$ cat src/rtl/regfile_wb_arbiter.sv
// Round-robin arbiter sharing the register-file write port among ALU, load and mul/div writeback.
// Define REGFILE_WB_FWD_EN to add the write-to-read forwarding ports.
module regfile_wb_arbiter #(
  parameter int unsigned DATA_W = 32
) (
  input  logic                  clk,
  input  logic                  rst,
  input  logic                  stall,
  input  logic [2:0]            req_valid,
  input  logic [14:0]           req_addr,
  input  logic [3*DATA_W-1:0]   req_data,
`ifdef REGFILE_WB_FWD_EN
  input  logic [4:0]            rd_addr_a,
  input  logic [4:0]            rd_addr_b,
  output logic [1:0]            fwd_hit,
  output logic [DATA_W-1:0]     fwd_data_a,
  output logic [DATA_W-1:0]     fwd_data_b,
`endif
  output logic [2:0]            req_ready,
  output logic                  wb_we,
  output logic [4:0]            wb_addr,
  output logic [DATA_W-1:0]     wb_data,
  output logic [31:0]           wb_dec
);

  localparam int unsigned NREQ   = 3;
  localparam int unsigned ADDR_W = 5;
  localparam int unsigned PTR_W  = 2;

  logic [PTR_W-1:0]  ptr, ptr_nxt, gnt_idx;
  logic [2:0]        sum;
  logic              found;
  logic [ADDR_W-1:0] addr_arr [NREQ];
  logic [DATA_W-1:0] data_arr [NREQ];
  logic [ADDR_W-1:0] gnt_addr;
  logic [DATA_W-1:0] gnt_data;

  for (genvar i = 0; i < NREQ; i++) begin : g_unpack
    assign addr_arr[i] = req_addr[i*ADDR_W +: ADDR_W];
    assign data_arr[i] = req_data[i*DATA_W +: DATA_W];
  end

  // Pointer register: highest-priority requester index
  always_ff @(posedge clk or posedge rst) begin
    if (rst) ptr <= '0;
    else     ptr <= ptr_nxt;
  end

  // Search ptr, ptr+1, ptr+2 (mod 3); stall and reset suppress any grant
  always_comb begin
    found   = 1'b0;
    gnt_idx = ptr;
    sum     = '0;
    for (int k = 0; k < NREQ; k++) begin
      sum = 3'(ptr) + 3'(k);
      if (sum >= 3'd3) sum = sum - 3'd3;
      if (!found && req_valid[2'(sum)] && !stall && !rst) begin
        found   = 1'b1;
        gnt_idx = 2'(sum);
      end
    end
    ptr_nxt = ptr;
    if (found) ptr_nxt = (gnt_idx == 2'd2) ? 2'd0 : gnt_idx + 2'd1;
  end

  // Grant outputs
  always_comb begin
    req_ready = '0;
    gnt_addr  = addr_arr[gnt_idx];
    gnt_data  = data_arr[gnt_idx];
    if (found) req_ready = 3'b001 << gnt_idx;
  end

  // Registered write port; register-0 writes are consumed but never strobed
  always_ff @(posedge clk or posedge rst) begin
    if (rst) begin
      wb_we   <= 1'b0;
      wb_addr <= '0;
      wb_data <= '0;
      wb_dec  <= '0;
    end else if (found && gnt_addr != '0) begin
      wb_we   <= 1'b1;
      wb_addr <= gnt_addr;
      wb_data <= gnt_data;
      wb_dec  <= 32'd1 << gnt_addr;
    end else begin
      wb_we   <= 1'b0;
      wb_dec  <= '0;
    end
  end

`ifdef REGFILE_WB_FWD_EN
  always_comb begin
    fwd_hit[0] = wb_we && (wb_addr == rd_addr_a);
    fwd_hit[1] = wb_we && (wb_addr == rd_addr_b);
    fwd_data_a = fwd_hit[0] ? wb_data : '0;
    fwd_data_b = fwd_hit[1] ? wb_data : '0;
  end
`endif

endmodule
$ cat config.mk
export PLATFORM = sky130hd
export DESIGN_NAME = regfile_wb_arbiter
export DESIGN_NICKNAME = d
export VERILOG_FILES = /design/src/rtl/regfile_wb_arbiter.sv
export SDC_FILE = /design/constraint.sdc
export NUM_CORES = 1
export LEC_CHECK = 0
export BUFFER_PORTS_ARGS = -buffer_cell sky130_fd_sc_hd__buf_4
export CELL_PAD_IN_SITES_DETAIL_PLACEMENT = 0
export CELL_PAD_IN_SITES_GLOBAL_PLACEMENT = 1
export CORE_MARGIN = 2
export CORE_UTILIZATION = 35
export DETAILED_ROUTE_END_ITERATION = 8
export HOLD_SLACK_MARGIN = 0.06
export PLACE_DENSITY_LB_ADDON = 0.25
export SLEW_MARGIN = 10
export SYNTH_ARGS = -nofsm -noshare
export SYNTH_HDL_FRONTEND = slang
export SYNTH_SLANG_ARGS = --single-unit
$ cat constraint.sdc
create_clock -name clk -period 4 [get_ports clk]
set_input_delay 0.4 -clock clk [delete_from_list [all_inputs] [get_ports clk]]
set_output_delay 0.4 -clock clk [all_outputs]
set_load 0.01 [all_outputs]
==> impl_metrics.json <==
{
  "outcome": "complete, no violations",
  "power_density_nw_per_um2": 792.4,
  "rsz0062_at_grt": "no",
  "timing.final.max_slew_violations": 0,
  "worstSkewPairLatency_ps": 330,
  "ctsLongestPathBuffers": 2,
  "cp-startpoint": "ptr[0]",
  "initial_core_util_pct": 35.43,
  "cts.sinks": 72,
  "cts_setup_buffers": 0,
  "yosysUniqueCellTypes": 50,
  "timing.final.crit_share_pct": 91.33,
  "track_usage_pct": 18.80,
  "drtIter0Drc": 156,
  "die_h_um": 111.1,
  "avgRoutedWirePerCell_um": 16.64,
  "fillers": 1046,
  "cp-endpoint": "wb_data[28]",
  "yosysWarnings": 0,
  "switching_share_pct": 39.18,
  "drt.antenna.violating_nets": 0,
  "synth.cell_area_um2": 4011,
  "n_antenna_cell": 0,
  "ir_drop_mv": 0.3637,
  "slew_headroom_pct": 49.59,
  "die_width_um": 111.1,
  "tightest_slew_ps": 751.1,
  "startpoint_type": "flop",
  "clkPwrFrac_pct": 18.4,
  "hold_buffers": 0,
  "final_net_count": 673,
  "dieArea_um2": 12330,
  "grt_pass1_wl_mm": 18.46,
  "core_area_um2": 11320,
  "drt_pass1_iterations": 4,
  "grt_start_max_net_pins": 40,
  "hold_class": "in -> async",
  "drive_gt1_share_pct": 47.49,
  "portBuffers": 189,
  "arrival_ps": 3860,
  "leakagePower_nw": 2.969,
  "cts_resized": 0,
  "wl_mm": 11.67,
  "clock.fmax_mhz": 273.7,
  "crit_path_max_fanout": 34,
  "post-dp-hpwl_mm": 8.887,
  "ys_ff_latch": 72,
  "vias": 3538,
  "cts-buffers-inserted": 9,
  "fin_skew_ps": 7.748,
  "clkSlewWorstSetupHoldPaths_ps": 60,
  "syn_avg_cell_area_um2": 10.84,
  "pwr-share-comb_pct": 57.7,
  "rr_endpoint": "wb_data[28]",
  "floorplan.rows": 39,
  "cts_tree": "yes",
  "hold_slack_ps": 221.6,
  "grt_overflow": 0,
  "cts_root_buf": "clkbuf_16",
  "tns_ps": 0,
  "hold_violations": 0,
  "criticalPathCategory": "reg -> reg",
  "cp-end-kind": "flop",
  "num_io_pins": 190,
  "cap_violations": 0,
  "r2r_cells": 11,
  "grt_antenna_before_repair": 0,
  "synth_cells": 370,
  "grt_pass1_vias": 3426,
  "setup_viol": 0,
  "rrSetupSlack_ps": 350,
  "seqPwrFrac_pct": 23.8,
  "viasPerCell": 5.047,
  "synthesis.nets": 490,
  "p_sw_mw": 1.820,
  "area_growth_pct": 46.16,
  "gp_congestion": 0.7979,
  "cp.required_ps": 4210,
  "drc": 0,
  "htreeDepth": 3,
  "dp_slack_ps": 365.7,
  "period_minus_slack_ps": 3653,
  "p_int_mw": 2.826,
  "timing.rr.start": "ptr[0]",
  "synth_seq_area_share_pct": 44.92,
  "timing.final.ws_setup_ps": 346.9
}
## power groups by stage
stage	Clock (mW)	Combinational (mW)	Sequential, mW
2_1_floorplan	0	1.77	1.21
3_3_place_gp	0	2.66	1.12
3_5_place_dp	0	2.70	1.12
4_1_cts	0.873	2.71	1.11
5_1_grt	0.913	2.92	1.14
6_report	0.856	2.68	1.11
## cells by family (layout without fill, tap and decap cells)
| kind of cell | after synthesis | in the layout | synth area share (%) |
|---|---|---|---|
| buffers and inverters | 35 | 223 | 5.147 |
| adder cells (fa/ha/maj) | 3 | 3 | 0.9358 |
| multiplexers | 74 | 74 | 22.15 |
| flip-flops | 72 | 72 | 44.92 |
| other | 1 | 1 | 0.09348 |
| AND/OR/NAND/NOR | 109 | 109 | 13.66 |
| AO/OA/AOI/OAI | 76 | 76 | 13.10 |
## final cells by class
cell class                 instances  area (um2)  area share, %
clock buffer                       9       225.2          3.841
multi-input combinational        263        2024          34.53
tap                              143       178.9          3.052
clock inverter                     7       95.09          1.622
sequential                        72        1802          30.73
timing repair buffer             196        1496          25.52
inverter                          11       41.29         0.7042
## state kept, by name, indices dropped and copies added (netlist names)
signal / count
ptr: 2
wb_dec: 32
wb_we: 1
wb_addr: 5
wb_data: 32
## worst min path at each step
stage                   to         from  cells past startpoint  slack, ps
2_1_floorplan       ptr[1]       ptr[1]                      1        500
3_3_place_gp   wb_data[29]  wb_data[29]                      1        490
3_5_place_dp   wb_data[29]  wb_data[29]                      1        500
4_1_cts             ptr[1]          rst                      2        250
5_1_grt             ptr[1]          rst                      2        280
6_report        wb_addr[2]          rst                      2        220
## layer usage
| metal | wire length, um | vias up | global-route usage (%) | part of all wire (%) |
|---|---|---|---|---|
| li1 | - | 1716 | - | - |
| met1 | 4889 | 1674 | 24.42 | 42 |
| met2 | 5877 | 138 | 31.00 | 50 |
| met3 | 742 | 10 | 4.593 | 6.4 |
| met4 | 156 | 0 | 6.173 | 1.3 |
| met5 | 0 | - | 0 | 0 |
## critical path, cell delays in order (launching register included)
cell and delay, ps:
dfrtp_1 390, inv_1 100, ha_1 410, mux2i_1 170
or3_4 360, a32oi_2 190, mux2i_1 180, or3_1 370
a32oi_2 420, a41o_2 290, buf_12 240, mux2_2 370
## through the flow
| step | instance area (um2) | utilization [%] | cells | power (mW) |
|---|---|---|---|---|
| after global routing | 5863 | 51.79 | 701 | 4.971 |
| after detailed placement | 5543 | 48.96 | 685 | 3.825 |
| after floorplan | 4011 | - | 370 | 2.975 |
| final | 5863 | 51.79 | 701 | 4.646 |
| after global placement | 5543 | 48.96 | 685 | 3.780 |
| after CTS | 5863 | 51.79 | 701 | 4.696 |
## layout by cell type, fill, tap and decap left out, drive strengths merged, types with 2 or more instances in the layout
cell type  synthesis  layout
a21o               2       2
a21oi              7       7
a22oi              3       3
a31oi              3       3
a32o               2       2
a32oi              3       3
a41o               2       2
and2               3       3
and3               3       3
buf               14     196
bufinv             0       2
clkbuf            10       9
clkinv             0       3
dfrtp             72      72
ha                 3       3
inv               11      12
mux2              34      34
mux2i             40      40
nand2             38      38
nand2b             4       4
nand3              9       9
nor2               5       5
nor3              26      26
nor4               8       8
o21a               3       3
o21ai             37      37
o22ai              6       6
o311ai             2       2
or2                3       3
or3               10      10
## synthesized netlist by cell type (all sizes together)
cell | number | share of area [%]
nand3 | 9 | 1.1
nor3 | 26 | 3.2
a32oi | 3 | 1.2
inv | 11 | 1.0
nand2b | 4 | 0.81
or3 | 10 | 1.7
a41o | 2 | 0.50
nor2 | 5 | 0.47
ha | 3 | 0.94
a21o | 2 | 0.37
a21oi | 7 | 1.1
mux2 | 34 | 12
a41oi | 1 | 0.22
o21ai | 37 | 4.6
o311ai | 2 | 0.44
or2 | 3 | 0.53
a211o | 1 | 0.22
and3 | 3 | 0.47
o22ai | 6 | 0.94
a22o | 1 | 0.22
o31ai | 1 | 0.31
and2 | 3 | 0.53
dfrtp | 72 | 45
a32o | 2 | 0.50
o211ai | 1 | 0.19
mux2i | 40 | 10
clkbuf | 10 | 0.94
nand2 | 38 | 3.6
o21a | 3 | 0.56
a21bo | 1 | 0.25
a31oi | 3 | 0.47
nor4 | 8 | 1.2
buf | 14 | 3.2
conb | 1 | 0.093
a22oi | 3 | 1.0
No activity file was read; power rests on OpenSTA's default activity.
